## config.mk

```make
export PLATFORM = sky130hd
export DESIGN_NAME = mem_port_arbiter_flat
export DESIGN_NICKNAME = d
export VERILOG_FILES = /design/src/rtl/mem_port_arbiter_if.sv /design/src/rtl/mem_port_arbiter.sv /design/src/flat_wrapper.sv
export SDC_FILE = /design/constraint.sdc
export NUM_CORES = 1
export LEC_CHECK = 0
export BUFFER_PORTS_ARGS = -buffer_cell sky130_fd_sc_hd__buf_4
export CELL_PAD_IN_SITES_DETAIL_PLACEMENT = 1
export CELL_PAD_IN_SITES_GLOBAL_PLACEMENT = 1
export CORE_MARGIN = 2
export CORE_UTILIZATION = 25
export DETAILED_ROUTE_END_ITERATION = 8
export PLACE_DENSITY = 0.63
export SKIP_CTS_REPAIR_TIMING = 1
export SLEW_MARGIN = 10
export SYNTH_ARGS = -nofsm -noshare
export SYNTH_HDL_FRONTEND = slang
export SYNTH_SLANG_ARGS = --single-unit
```

## constraint.sdc

```tcl
create_clock -name clk -period 4.2 [get_ports clk]
set_input_delay 0.42 -clock clk [delete_from_list [all_inputs] [get_ports clk]]
set_output_delay 0.42 -clock clk [all_outputs]
set_load 0.03 [all_outputs]
```

## src/rtl/mem_port_arbiter_if.sv

```systemverilog
// Bus bundle between the core's fetch/data ports, the unified memory and the arbiter.
// The master modport is the arbiter side; the slave modport is the core plus memory model side.
interface mem_port_arbiter_if;
    logic        halted;
    logic        if_req;
    logic [31:0] if_addr;
    logic        if_grant;
    logic        if_valid;
    logic [31:0] if_rdata;
    logic        d_req;
    logic        d_we;
    logic [31:0] d_addr;
    logic [31:0] d_wdata;
    logic        d_grant;
    logic        d_valid;
    logic [31:0] d_rdata;
    logic        mem_en;
    logic        mem_we;
    logic [31:0] mem_addr;
    logic [31:0] mem_wdata;
    logic [31:0] mem_rdata;
    logic        busy;
    logic [1:0]  state_dbg;

    // Handshake: a requester holds *_req (and its address/data) until the
    // same-cycle *_grant; the result comes back as a one-cycle *_valid pulse.
    modport master (
        input  halted, if_req, if_addr, d_req, d_we, d_addr, d_wdata, mem_rdata,
        output if_grant, if_valid, if_rdata, d_grant, d_valid, d_rdata,
        output mem_en, mem_we, mem_addr, mem_wdata, busy, state_dbg
    );

    modport slave (
        output halted, if_req, if_addr, d_req, d_we, d_addr, d_wdata, mem_rdata,
        input  if_grant, if_valid, if_rdata, d_grant, d_valid, d_rdata,
        input  mem_en, mem_we, mem_addr, mem_wdata, busy, state_dbg
    );
endinterface

```

## src/rtl/mem_port_arbiter.sv

```systemverilog
// Shares one fixed-latency single-port memory between instruction fetch and data
// load/store; round-robin on ties, one access in flight at a time.
module mem_port_arbiter #(
    parameter int MEM_LATENCY = 2
) (
    input  logic              clk,
    input  logic              rst_b,
    mem_port_arbiter_if.master bus
);
    typedef enum logic [1:0] {
        S_IDLE   = 2'd0,
        S_ACCESS = 2'd1,
        S_WAIT   = 2'd2,
        S_RESP   = 2'd3
    } state_t;

    state_t      r_state;
    logic [3:0]  r_cnt;
    logic        r_last_d;
    logic        r_win_d;
    logic        r_we;
    logic [31:0] r_addr;
    logic [31:0] r_wdata;
    logic [31:0] r_if_rdata;
    logic [31:0] r_d_rdata;

    logic        w_idle;
    logic        w_if_elig;
    logic        w_d_elig;
    logic        w_grant_if;
    logic        w_grant_d;
    logic        w_mem_en;
    logic [31:0] w_sel_addr;

    assign w_idle    = (r_state == S_IDLE);
    assign w_if_elig = bus.if_req & ~bus.halted;
    assign w_d_elig  = bus.d_req;

    // On a tie the port that did not win last time goes first.
    assign w_grant_if = w_idle & w_if_elig & (~w_d_elig | r_last_d);
    assign w_grant_d  = w_idle & w_d_elig & (~w_if_elig | ~r_last_d);

    assign w_sel_addr = w_grant_d ? bus.d_addr : bus.if_addr;

    always_ff @(posedge clk or negedge rst_b) begin
        if (!rst_b) begin
            r_state    <= S_IDLE;
            r_cnt      <= 4'd0;
            r_last_d   <= 1'b1;
            r_win_d    <= 1'b0;
            r_we       <= 1'b0;
            r_addr     <= 32'd0;
            r_wdata    <= 32'd0;
            r_if_rdata <= 32'd0;
            r_d_rdata  <= 32'd0;
        end else begin
            case (r_state)
                S_IDLE: begin
                    if (w_grant_if || w_grant_d) begin
                        r_win_d  <= w_grant_d;
                        r_last_d <= w_grant_d;
                        r_we     <= w_grant_d & bus.d_we;
                        r_addr   <= w_sel_addr & 32'hFFFF_FFFC;
                        r_wdata  <= w_grant_d ? bus.d_wdata : 32'd0;
                        r_state  <= S_ACCESS;
                    end
                end
                S_ACCESS: begin
                    r_cnt   <= 4'(MEM_LATENCY - 1);
                    r_state <= S_WAIT;
                end
                S_WAIT: begin
                    if (r_cnt != 4'd0) begin
                        r_cnt <= r_cnt - 4'd1;
                    end else begin
                        // Counter at zero marks the single cycle mem_rdata is valid.
                        if (!r_we) begin
                            if (r_win_d) r_d_rdata  <= bus.mem_rdata;
                            else         r_if_rdata <= bus.mem_rdata;
                        end
                        r_state <= S_RESP;
                    end
                end
                S_RESP: begin
                    r_state <= S_IDLE;
                end
                default: begin
                    r_state <= S_IDLE;
                end
            endcase
        end
    end

    assign w_mem_en = (r_state == S_ACCESS);

    assign bus.if_grant  = w_grant_if;
    assign bus.d_grant   = w_grant_d;
    assign bus.mem_en    = w_mem_en;
    assign bus.mem_we    = w_mem_en & r_we;
    assign bus.mem_addr  = w_mem_en ? r_addr  : 32'd0;
    assign bus.mem_wdata = w_mem_en ? r_wdata : 32'd0;
    assign bus.if_valid  = (r_state == S_RESP) & ~r_win_d;
    assign bus.d_valid   = (r_state == S_RESP) &  r_win_d;
    assign bus.if_rdata  = r_if_rdata;
    assign bus.d_rdata   = r_d_rdata;
    assign bus.busy      = ~w_idle;
    assign bus.state_dbg = r_state;
endmodule

```

## src/flat_wrapper.sv

```systemverilog
// flat-port wrapper written by rule: the top's interface ports become plain ports
module mem_port_arbiter_flat 
#(
    parameter int MEM_LATENCY = 2
)
  (clk, rst_b, bus_halted, bus_if_req, bus_if_addr, bus_d_req, bus_d_we, bus_d_addr, bus_d_wdata, bus_mem_rdata, bus_if_grant, bus_if_valid, bus_if_rdata, bus_d_grant, bus_d_valid, bus_d_rdata, bus_mem_en, bus_mem_we, bus_mem_addr, bus_mem_wdata, bus_busy, bus_state_dbg);
  mem_port_arbiter_if bus_i ();
  input  logic clk;
  input  logic rst_b;
  input wire logic [$bits(bus_i.halted)-1:0] bus_halted;
  input wire logic [$bits(bus_i.if_req)-1:0] bus_if_req;
  input wire logic [$bits(bus_i.if_addr)-1:0] bus_if_addr;
  input wire logic [$bits(bus_i.d_req)-1:0] bus_d_req;
  input wire logic [$bits(bus_i.d_we)-1:0] bus_d_we;
  input wire logic [$bits(bus_i.d_addr)-1:0] bus_d_addr;
  input wire logic [$bits(bus_i.d_wdata)-1:0] bus_d_wdata;
  input wire logic [$bits(bus_i.mem_rdata)-1:0] bus_mem_rdata;
  output wire logic [$bits(bus_i.if_grant)-1:0] bus_if_grant;
  output wire logic [$bits(bus_i.if_valid)-1:0] bus_if_valid;
  output wire logic [$bits(bus_i.if_rdata)-1:0] bus_if_rdata;
  output wire logic [$bits(bus_i.d_grant)-1:0] bus_d_grant;
  output wire logic [$bits(bus_i.d_valid)-1:0] bus_d_valid;
  output wire logic [$bits(bus_i.d_rdata)-1:0] bus_d_rdata;
  output wire logic [$bits(bus_i.mem_en)-1:0] bus_mem_en;
  output wire logic [$bits(bus_i.mem_we)-1:0] bus_mem_we;
  output wire logic [$bits(bus_i.mem_addr)-1:0] bus_mem_addr;
  output wire logic [$bits(bus_i.mem_wdata)-1:0] bus_mem_wdata;
  output wire logic [$bits(bus_i.busy)-1:0] bus_busy;
  output wire logic [$bits(bus_i.state_dbg)-1:0] bus_state_dbg;
  assign bus_i.halted = bus_halted;
  assign bus_i.if_req = bus_if_req;
  assign bus_i.if_addr = bus_if_addr;
  assign bus_i.d_req = bus_d_req;
  assign bus_i.d_we = bus_d_we;
  assign bus_i.d_addr = bus_d_addr;
  assign bus_i.d_wdata = bus_d_wdata;
  assign bus_i.mem_rdata = bus_mem_rdata;
  assign bus_if_grant = bus_i.if_grant;
  assign bus_if_valid = bus_i.if_valid;
  assign bus_if_rdata = bus_i.if_rdata;
  assign bus_d_grant = bus_i.d_grant;
  assign bus_d_valid = bus_i.d_valid;
  assign bus_d_rdata = bus_i.d_rdata;
  assign bus_mem_en = bus_i.mem_en;
  assign bus_mem_we = bus_i.mem_we;
  assign bus_mem_addr = bus_i.mem_addr;
  assign bus_mem_wdata = bus_i.mem_wdata;
  assign bus_busy = bus_i.busy;
  assign bus_state_dbg = bus_i.state_dbg;
  mem_port_arbiter #(.MEM_LATENCY(MEM_LATENCY)) u_core (.clk(clk), .rst_b(rst_b), .bus(bus_i));
endmodule
```

==> results of run 1 <==
==> metal layers <==
metal  vias to the layer above  part of all wire  global-route usage
met5                         -                 0                   0
met4                         0             0.013              0.0430
met3                        14             0.068              0.0504
met2                       157              0.49               0.249
met1                      2602              0.43               0.186
li1                       2378                 -                   -
==> critical path, delay by kind of cell, from the launching register on <==
family | cells | cell delay [ps]
adder cells (fa/ha/maj) | 1 | 760
AND/OR/NAND/NOR | 1 | 170
flip-flops | 1 | 430
buffers and inverters | 3 | 620
==> power by group through the flow <==
stage	registers [mW]	logic [mW]	clock network [mW]
finish	2.31	3.75	1.48
global route	2.41	4.01	1.60
CTS	2.32	3.81	1.54
detailed placement	2.33	3.82	0
global placement	2.31	3.76	0
floorplan	2.90	1.80	0
==> cells in the mapped netlist, drive strengths merged <==
cell	n	share of area
buf	17	0.016
or3b	1	0.0014
o32a	1	0.0016
clkbuf	36	0.021
a21boi	30	0.036
nand3	32	0.025
conb	1	0.00060
a21oi	1	0.00079
and2	65	0.065
mux2	66	0.12
ha	7	0.014
nand2b	2	0.0020
nor3b	1	0.0030
mux2i	3	0.0048
o21ai	1	0.00079
dfrtp	134	0.53
nand3b	1	0.0012
nor3	3	0.0032
o221ai	30	0.042
nor2	1	0.00060
a32oi	1	0.0014
and3b	1	0.0014
nand4	1	0.0010
inv	7	0.0042
dfstp	1	0.0042
nor2b	3	0.0030
nand2	5	0.0030
o22a	30	0.042
a22o	33	0.046
a21o	2	0.0024
o211ai	1	0.0012
==> state kept, by name, indices dropped and copies added (netlist names) <==
register and cells:
u_core.bus.d_rdata 32, u_core.bus.if_rdata 32, u_core.r_wdata 32, u_core.r_addr 30, u_core.r_cnt 4, u_core.bus.state_dbg 2, u_core.r_last_d 1, u_core.r_we 1
u_core.r_win_d 1
==> worst paths after layout <==
check,from,end,cells past startpoint
setup reg to reg,u_core.bus.state_dbg[0],u_core.r_wdata[26],6
hold reg to reg,u_core.bus.if_rdata[3],u_core.bus.if_rdata[3],1
hold / removal,rst_b,u_core.r_addr[7],1
setup / recovery,u_core.bus.state_dbg[1],bus_mem_addr[5],5
min in group clk,bus_d_wdata[9],u_core.r_wdata[9],2
max in group asynchronous,rst_b,u_core.bus.if_rdata[23],2
==> cells by family (layout without fill, tap and decap cells) <==
kind of cell | Yosys count | after routing | synth area share
muxes | 69 | 69 | 0.123
other | 1 | 2 | 0.000596
adders and majority gates | 7 | 7 | 0.0139
and+or+nand+nor | 116 | 116 | 0.110
AOI/OAI and AO/OA | 130 | 130 | 0.173
DFF | 135 | 135 | 0.537
buffers and inverters | 60 | 317 | 0.0420
==> layout make-up <==
| type | count | area, um^2 |
|---|---|---|
| sequential | 135 | 3380 |
| clock buffer | 18 | 439 |
| fill | 2790 | 15800 |
| inverter | 7 | 26.3 |
| timing repair buffer | 278 | 2090 |
| tap | 330 | 413 |
| clock inverter | 14 | 139 |
| multi-input combinational | 324 | 2670 |
==> metrics by stage <==
stage | setup slack (ps) | area (um^2) | instances | hold WS (ps) | utilization
3_5_place_dp | 1710 | 8580 | 1074 | 475 | 0.344
6_report | 1390 | 9160 | 1106 | 79.3 | 0.367
5_1_grt | 1150 | 9160 | 1106 | 119 | 0.367
2_1_floorplan | 1900 | 6290 | 519 | 124 | -
4_1_cts | 1250 | 9160 | 1106 | 101 | 0.367
3_3_place_gp | 1710 | 8580 | 1074 | 472 | 0.344
==> load_flow_metrics.sql, run 1 <==
INSERT INTO impl_metrics (metric_group, metric, value, unit) VALUES
('timing', 'grt_setup_unrepaired', 'no', ''),
('critical_path', 'criticalPathCategory', 'flop to output pin', ''),
('clock_tree', 'cts_inserted_buffers', '17', ''),
('clock_tree', 'h-tree-depth', '4', ''),
('route', 'initialDrtViolationCount', '157', ''),
('global_route', 'global_route.usage.total', '0.150', ''),
('power', 'cellInternalPower', '4.38', 'mW'),
('clock_tree', 'clockBufferDepth', '2', ''),
('place', 'placement.io_buffers', '264', ''),
('critical_path', 'worst_setup_path_start_kind', 'flop', ''),
('finish', 'area.growth.synth_to_final', '45.6', '%'),
('timing', 'timing.slew.headroom', '0.428', ''),
('synth', 'synthDistinctLibCells', '36', ''),
('synth', 'synthesis.instances', '518', ''),
('flow_run', 'max-cap-violations', '0', ''),
('route', 'vias', '5151', ''),
('power', 'vdd_ir_drop_max', '278', 'uV'),
('timing', 'period_minus_slack', '2810', 'ps'),
('place', 'gp_congestion', '0.724', ''),
('route', 'drt_first_pass_iters', '4', ''),
('clock_tree', 'cts.root.buffer_cell', 'clkbuf_16', ''),
('clock_tree', 'cts.clk_slew.worst_paths', '60', 'ps'),
('critical_path', 'worstPathCellList', 'inv_1, ha_2, buf_4, and2_1, buf_4', ''),
('power', 'pwr-share-comb', '0.497', ''),
('timing', 'final-hold-violation-count', '0', ''),
('synth', 'ys_seq_elements', '135', ''),
('route', 'viasPerCell', '4.66', ''),
('finish', 'final_cell_mix', 'buf_4, dfrtp_1, and2_1, mux2_2, a22o_1', ''),
('power', 'power_leakage', '4.30', 'nW'),
('die', 'core.rowCount', '58', ''),
('hold_path', 'timing.hold.worst.class', 'primary input to asynchronous set/reset pin', ''),
('critical_path', 'critical-path-max-stage-delay', '760', 'ps'),
('synth', 'mappedNetlistArea', '6290', 'um^2'),
('synth', 'synth_seq_area_share', '0.537', ''),
('clock_tree', 'worst_skew_pair.late_latency', '420', 'ps'),
('power', 'power.sequential.fraction', '0.306', ''),
('synth', 'yosysWarningCount', '0', ''),
('timing', 'setup_total_negative_slack', '0', 'ps'),
('critical_path', 'timing.critical_path.arrival', '2390', 'ps'),
('clock_tree', 'cts_tree', 'built', ''),
('global_route', 'grt_antenna_before_repair', '0', ''),
('route', 'remaining_drc_errors', '0', ''),
('finish', 'fin_nets', '904', ''),
('global_route', 'grt_overflow_total', '0', ''),
('critical_path', 'crit_required', '3780', 'ps'),
('timing', 'worst_pin_slew', '858', 'ps'),
('status', 'run_status', 'finished, final reports clean', ''),
('timing', 'final_report_max_slew_violation_count', '0', ''),
('critical_path', 'crit_path_frequent_cell', 'buf_4', ''),
('timing', 'finalSetupViolCount', '0', ''),
('die', 'die_x', '163', 'um'),
('critical_path', 'critPathMaxFanout', '50', ''),
('global_route', 'grt_max_degree', '84', ''),
('global_route', 'vias_in_the_first_global_route', '5527', ''),
('die', 'floorplan.core_area', '25000', 'um^2'),
('power', 'power_switching', '3.16', 'mW'),
('finish', 'final_layout_size_suffix_gt1_frac', '0.494', ''),
('power', 'totalPowerFinal', '7.54', 'mW'),
('clock_tree', 'cts_num_sinks', '135', ''),
('synth', 'avgSynthCellArea', '12.1', 'um^2'),
('die', 'fp.dieH', '163', 'um'),
('die', 'design.die.area', '26400', 'um^2'),
('route', 'routedWlPerCell', '17.9', 'um'),
('critical_path', 'critical_path.slowest_cell', 'ha_2', ''),
('finish', 'layout.cells.most_common', 'buf_4', ''),
('timing', 'post-route-period-util', '0.669', ''),
('place', 'post_detail_place_hpwl', '13700', 'um'),
('power', 'p_per_area', '823', 'nW/um^2'),
('power', 'power_switching_share', '0.418', ''),
('route', 'detail-route-antenna-nets', '0', ''),
('die', 'initial_core_util', '0.252', ''),
('global_route', 'first_pass_grt_wire_length', '31100', 'um'),
('timing', 'max_freq', '356', 'MHz'),
('route', 'drt-total-wl', '19800', 'um'),
('die', 'io_pins', '271', ''),
('timing', 'fin_worst_skew', '11.4', 'ps'),
('finish', 'insertedDiodeCount', '0', ''),
('critical_path', 'timing.reg2reg.setup_slack', '1880', 'ps'),
('power', 'power.share.clock', '0.196', ''),
('critical_path', 'cp-end-kind', 'output pin', '');
Power figures use the tool's default switching activity.
==> run 2: changes to the inputs <==
- PLACE_DENSITY: 0.63 -> 0.65
- clock period: 4.2 -> 2.4 ns (I/O delays scaled with it)
==> run 2 against run 1 <==
Design area up 1.3%; critical path type unchanged; largest power group unchanged; global-route usage down 0.092 points; non-clock buffer count up 6; critical endpoint is now bus_d_grant; via count up 1.7%.
==> load_flow_metrics.sql, run 2 (synthesis gave the netlist of run 1 again) <==
INSERT INTO impl_metrics (metric_group, metric, value, unit) VALUES
('status', 'run_status', 'finished, final reports clean', ''),
('timing', 'finalSetupViolCount', '0', ''),
('power', 'power_switching', '5.57', 'mW'),
('timing', 'period_minus_slack', '2230', 'ps'),
('power', 'power.share.clock', '0.199', ''),
('clock_tree', 'h-tree-depth', '4', ''),
('flow_run', 'max-cap-violations', '0', ''),
('place', 'gp_congestion', '0.713', ''),
('critical_path', 'crit_path_frequent_cell', 'inv_1', ''),
('power', 'vdd_ir_drop_max', '624', 'uV'),
('critical_path', 'crit_required', '2160', 'ps'),
('critical_path', 'depth_of_the_critical_timing_path_with_buffers_and_inverters_included', '5', ''),
('hold_path', 'hp-start', 'bus_d_wdata[23]', ''),
('critical_path', 'critical_path.slowest_cell', 'dfrtp_1', ''),
('critical_path', 'critical_path.reg2reg.startpoint', 'u_core.r_cnt[0]', ''),
('critical_path', 'timing.reg2reg.setup_slack', '250', 'ps'),
('timing', 'max_freq', '448', 'MHz'),
('critical_path', 'worst_setup_path_start_kind', 'flop', ''),
('critical_path', 'timing.critical_path.arrival', '1990', 'ps'),
('critical_path', 'timing.rr.end', 'u_core.bus.if_rdata[16]', ''),
('finish', 'n_fill_cell', '2759', ''),
('die', 'design.die.area', '26400', 'um^2'),
('die', 'die_x', '163', 'um'),
('global_route', 'grt_antenna_before_repair', '0', ''),
('finish', 'fin_nets', '910', ''),
('finish', 'insertedDiodeCount', '0', ''),
('route', 'initialDrtViolationCount', '182', ''),
('timing', 'timing.slew.headroom', '0.651', ''),
('critical_path', 'criticalPathCategory', 'flop to output pin', ''),
('route', 'viasPerCell', '4.71', ''),
('die', 'io_pins', '271', ''),
('timing', 'worst_hold_slack', '36.6', 'ps'),
('finish', 'area.growth.synth_to_final', '47.5', '%'),
('timing', 'final_report_max_slew_violation_count', '0', ''),
('global_route', 'vias_in_the_first_global_route', '5700', ''),
('clock_tree', 'cts.clk_slew.worst_paths', '70', 'ps'),
('critical_path', 'worstPathCellList', 'inv_1, ha_2, inv_1, nor3_4, buf_4', ''),
('power', 'power_switching_share', '0.418', ''),
('clock_tree', 'clockBufferDepth', '2', ''),
('die', 'floorplan.core_area', '25000', 'um^2'),
('timing', 'fin_worst_skew', '12.8', 'ps'),
('route', 'detail-route-antenna-nets', '0', ''),
('global_route', 'grt_overflow_total', '0', ''),
('place', 'post_detail_place_hpwl', '13700', 'um'),
('timing', 'post-route-period-util', '0.931', ''),
('critical_path', 'worst_path_dominant_cell_family', 'buffers and inverters', ''),
('critical_path', 'worstRegToRegCells', '6', ''),
('critical_path', 'critPathLaunch', 'u_core.bus.state_dbg[1]', ''),
('route', 'drt_first_pass_iters', '4', ''),
('place', 'postPlaceCellArea', '8660', 'um^2'),
('power', 'cellInternalPower', '7.77', 'mW'),
('clock_tree', 'worst_skew_pair.late_latency', '420', 'ps'),
('finish', 'final_cell_area', '9280', 'um^2'),
('global_route', 'global_route.usage.total', '0.149', ''),
('die', 'initial_core_util', '0.252', ''),
('global_route', 'first_pass_grt_wire_length', '31100', 'um'),
('die', 'core.rowCount', '58', ''),
('route', 'remaining_drc_errors', '0', ''),
('power', 'power_leakage', '4.36', 'nW'),
('timing', 'final-hold-violation-count', '0', ''),
('critical_path', 'critPathMaxFanout', '7', ''),
('power', 'p_per_area', '1440', 'nW/um^2'),
('critical_path', 'critical_path.endpoint', 'bus_d_grant', ''),
('clock_tree', 'cts_tree', 'built', ''),
('route', 'routedWlPerCell', '17.6', 'um'),
('power', 'pwr-share-comb', '0.498', ''),
('finish', 'final_cell_mix', 'buf_4, dfrtp_1, and2_1, mux2_2, a22o_1', ''),
('critical_path', 'critical-path-max-stage-delay', '420', 'ps'),
('place', 'place_ws', '243', 'ps'),
('finish', 'layout.cells.most_common', 'buf_4', ''),
('clock_tree', 'cts_inserted_buffers', '17', ''),
('clock_tree', 'cts_num_sinks', '135', ''),
('global_route', 'grt_max_degree', '77', ''),
('critical_path', 'critPathBufInv', '3', ''),
('die', 'fp.dieH', '163', 'um'),
('clock_tree', 'cts.root.buffer_cell', 'clkbuf_16', ''),
('timing', 'final.setup.worst_slack', '166', 'ps'),
('critical_path', 'cp-end-kind', 'output pin', ''),
('route', 'drt-total-wl', '19600', 'um'),
('timing', 'worst_pin_slew', '523', 'ps'),
('place', 'placement.io_buffers', '264', ''),
('power', 'power.sequential.fraction', '0.303', ''),
('hold_path', 'timing.hold.worst.class', 'primary input to flop', ''),
('route', 'vias', '5237', ''),
('finish', 'final_layout_size_suffix_gt1_frac', '0.496', '');
## run 2: cell type report
type	instances	area [um^2]	share of cell area
multi-input cells	324	2670	0.288
clock inverters	14	160	0.0173
inverters	7	26.3	0.00283
clock buffers	18	439	0.0473
well taps	330	413	0.0445
flip-flops and latches	135	3380	0.364
repair buffers	284	2190	0.236
## run 2: how the worst min path moves through the flow
stage,to,slack (ps),depth (start not counted)
after CTS,u_core.r_addr[7],-270,1
after global placement,u_core.r_addr[7],190,1
after global routing,u_core.r_wdata[23],10,2
final,u_core.r_wdata[23],40,2
after detailed placement,u_core.r_addr[7],190,1
after floorplan,u_core.bus.d_rdata[0],-60,0
## run 2: worst register-to-register path, stage by stage, from the launching register on
cell and delay [ps]:
dfrtp_1 380, inv_1 120, ha_1 190, or3b_1 470, nor3b_4 250, buf_12 240, mux2_2 390
## run 2: metal layers
metal | routed length (um) | global-route usage
met1 | 8180 | 0.179
met2 | 9610 | 0.254
met3 | 1460 | 0.0507
met4 | 348 | 0.0455
met5 | 0 | 0
## run 2: power groups by stage
stage / Combinational [mW] / Sequential [mW] / Clock (mW)
finish: 6.64 / 4.04 / 2.66
global route: 7.10 / 4.20 / 2.87
CTS: 6.72 / 4.06 / 2.76
detailed placement: 6.72 / 4.08 / 0
global placement: 6.61 / 4.05 / 0
floorplan: 3.14 / 5.07 / 0
## run 2: through the flow
step                       util  total power, mW  cells  TNS, ps
after floorplan               -             8.22    519        0
after global placement    0.347             10.7   1079        0
after detailed placement  0.347             10.8   1079        0
after CTS                 0.371             13.5   1111    -47.6
after global routing      0.372             14.2   1112    -5.05
final                     0.372             13.3   1112        0
==> run 3: changes to the inputs <==
- PLACE_DENSITY: 0.65 -> 0.63
- clock period: 2.4 -> 2.5 ns (I/O delays scaled with it)
==> run 3 against run 2 <==
Worst hold slack improved by 6.4 ps; global-route usage grew 0.31 points; first-iteration DRC count is 52% higher; sequential power decreased by 4%; combinational power down 3%; clock power grew 2%; sequential cell count did not move; sequential share of layout area down 0.30 points.
==> load_flow_metrics.sql, run 3 (synthesis gave the netlist of run 1 again) <==
INSERT INTO impl_metrics (metric_group, metric, value, unit) VALUES
('status', 'run_status', 'finished, final reports clean', ''),
('finish', 'insertedDiodeCount', '0', ''),
('route', 'vias', '5188', ''),
('hold_path', 'hold-path-cell-count', '2', ''),
('clock_tree', 'cts.root.buffer_cell', 'clkbuf_16', ''),
('critical_path', 'worstPathCellList', 'inv_1, ha_4, inv_1, nor3_4, buf_4', ''),
('finish', 'fin_nets', '910', ''),
('timing', 'final-hold-violation-count', '0', ''),
('finish', 'final_layout_size_suffix_gt1_frac', '0.496', ''),
('die', 'fp.dieH', '163', 'um'),
('clock_tree', 'worst_skew_pair.late_latency', '430', 'ps'),
('critical_path', 'cp-end-kind', 'output pin', ''),
('critical_path', 'worst_path_dominant_cell_family', 'buffers and inverters', ''),
('timing', 'max_freq', '436', 'MHz'),
('hold_path', 'timing.hold.worst.class', 'primary input to flop', ''),
('timing', 'post-route-period-util', '0.918', ''),
('clock_tree', 'cts_num_sinks', '135', ''),
('global_route', 'grt_antenna_before_repair', '0', ''),
('clock_tree', 'clockBufferDepth', '2', ''),
('route', 'viasPerCell', '4.67', ''),
('timing', 'worst_pin_slew', '527', 'ps'),
('critical_path', 'critical-path-max-stage-delay', '430', 'ps'),
('timing', 'finalSetupViolCount', '0', ''),
('critical_path', 'crit_required', '2250', 'ps'),
('clock_tree', 'cts_inserted_buffers', '17', ''),
('clock_tree', 'h-tree-depth', '4', ''),
('place', 'place_ws', '342', 'ps'),
('global_route', 'grt_max_degree', '60', ''),
('timing', 'timing.slew.headroom', '0.649', ''),
('global_route', 'grt_overflow_total', '0', ''),
('route', 'detail-route-antenna-nets', '0', ''),
('route', 'remaining_drc_errors', '0', ''),
('critical_path', 'crit_path_frequent_cell', 'inv_1', ''),
('die', 'initial_core_util', '0.252', ''),
('power', 'pwr-share-comb', '0.494', ''),
('power', 'totalPowerFinal', '13.0', 'mW'),
('route', 'routedWlPerCell', '18.0', 'um'),
('power', 'p_per_area', '1390', 'nW/um^2'),
('place', 'gp_congestion', '0.723', ''),
('critical_path', 'critical_path.slowest_cell', 'dfrtp_1', ''),
('critical_path', 'worstRegToRegCells', '6', ''),
('critical_path', 'critical_path.reg2reg.startpoint', 'u_core.r_cnt[0]', ''),
('power', 'power_leakage', '4.38', 'nW'),
('die', 'die_x', '163', 'um'),
('route', 'drt-total-wl', '20100', 'um'),
('power', 'power_switching', '5.37', 'mW'),
('timing', 'final_report_max_slew_violation_count', '0', ''),
('hold_path', 'holdPathEnd', 'u_core.r_wdata[18]', ''),
('critical_path', 'timing.rr.end', 'u_core.bus.if_rdata[19]', ''),
('power', 'vdd_ir_drop_max', '497', 'uV'),
('power', 'power_switching_share', '0.412', ''),
('route', 'drt_first_pass_iters', '4', ''),
('die', 'design.die.area', '26400', 'um^2'),
('global_route', 'global_route.usage.total', '0.152', ''),
('timing', 'period_minus_slack', '2290', 'ps'),
('global_route', 'vias_in_the_first_global_route', '5414', ''),
('critical_path', 'timing.critical_path.arrival', '2040', 'ps'),
('critical_path', 'critPathBufInv', '3', ''),
('power', 'cellInternalPower', '7.67', 'mW'),
('critical_path', 'criticalPathCategory', 'flop to output pin', ''),
('finish', 'final_cell_mix', 'buf_4, dfrtp_1, and2_1, mux2_2, a22o_1', ''),
('power', 'power.sequential.fraction', '0.298', ''),
('finish', 'area.growth.synth_to_final', '48.7', '%'),
('place', 'post_detail_place_hpwl', '13900', 'um'),
('die', 'core.rowCount', '58', ''),
('global_route', 'first_pass_grt_wire_length', '31100', 'um'),
('finish', 'layout.cells.most_common', 'buf_4', ''),
('power', 'power.share.clock', '0.208', ''),
('timing', 'grt_setup_unrepaired', 'no', ''),
('critical_path', 'worst_setup_path_start_kind', 'flop', ''),
('die', 'floorplan.core_area', '25000', 'um^2'),
('timing', 'setup_total_negative_slack', '0', 'ps'),
('critical_path', 'critPathMaxFanout', '18', ''),
('die', 'io_pins', '271', ''),
('clock_tree', 'cts_tree', 'built', ''),
('hold_path', 'hp-start', 'bus_d_wdata[18]', ''),
('route', 'initialDrtViolationCount', '276', ''),
('place', 'placement.io_buffers', '264', ''),
('timing', 'final.setup.worst_slack', '205', 'ps'),
('clock_tree', 'cts.clk_slew.worst_paths', '70', 'ps'),
('timing', 'fin_worst_skew', '10.6', 'ps'),
('critical_path', 'timing.reg2reg.setup_slack', '350', 'ps'),
('flow_run', 'max-cap-violations', '0', '');
run 3: layer usage:
layer  GRT usage  wire length (um)  vias to the layer above
met1       0.191              8450                     2618
met4      0.0451               274                        0
met2       0.245              9800                      159
li1            -                 -                     2393
met5           0                 0                        -
met3      0.0563              1540                       18
run 3: area by class of cell:
type                            count  area, um^2
Inverter                            7        26.3
Timing Repair Buffer              284        2230
Clock buffer                       18         439
Sequential cell                   135        3380
Tap cell                          330         413
Fill cell                        2797       15600
Multi-Input combinational cell    324        2680
Clock inverter                     14         189
run 3: worst max path at each step:
stage | start | end | slack [ps] | cells after the start
CTS | u_core.bus.state_dbg[0] | bus_d_grant | -10 | 5
finish | u_core.bus.state_dbg[0] | bus_d_grant | 210 | 5
floorplan | u_core.bus.state_dbg[0] | bus_d_grant | 370 | 6
global placement | u_core.r_cnt[0] | u_core.bus.if_rdata[13] | 380 | 6
detailed placement | u_core.r_cnt[0] | u_core.bus.if_rdata[19] | 340 | 6
global route | u_core.bus.state_dbg[1] | bus_d_grant | 60 | 5
run 3: stage by stage:
step | hold slack, ps | cell area, um^2 | std cells | utilization
6_report | 43.0 | 9350 | 1112 | 0.375
2_1_floorplan | -45.6 | 6290 | 519 | -
3_5_place_dp | 250 | 8680 | 1076 | 0.348
5_1_grt | 22.0 | 9350 | 1112 | 0.375
3_3_place_gp | 249 | 8680 | 1076 | 0.348
4_1_cts | -225 | 9310 | 1108 | 0.373
run 3: power by group through the flow:
stage / Combinational [mW] / Sequential (mW) / Clock, mW
floorplan: 3.02 / 4.87 / 0
global placement: 6.38 / 3.88 / 0
detailed placement: 6.49 / 3.92 / 0
CTS: 6.49 / 3.90 / 2.80
global route: 6.86 / 4.04 / 2.91
finish: 6.44 / 3.89 / 2.71
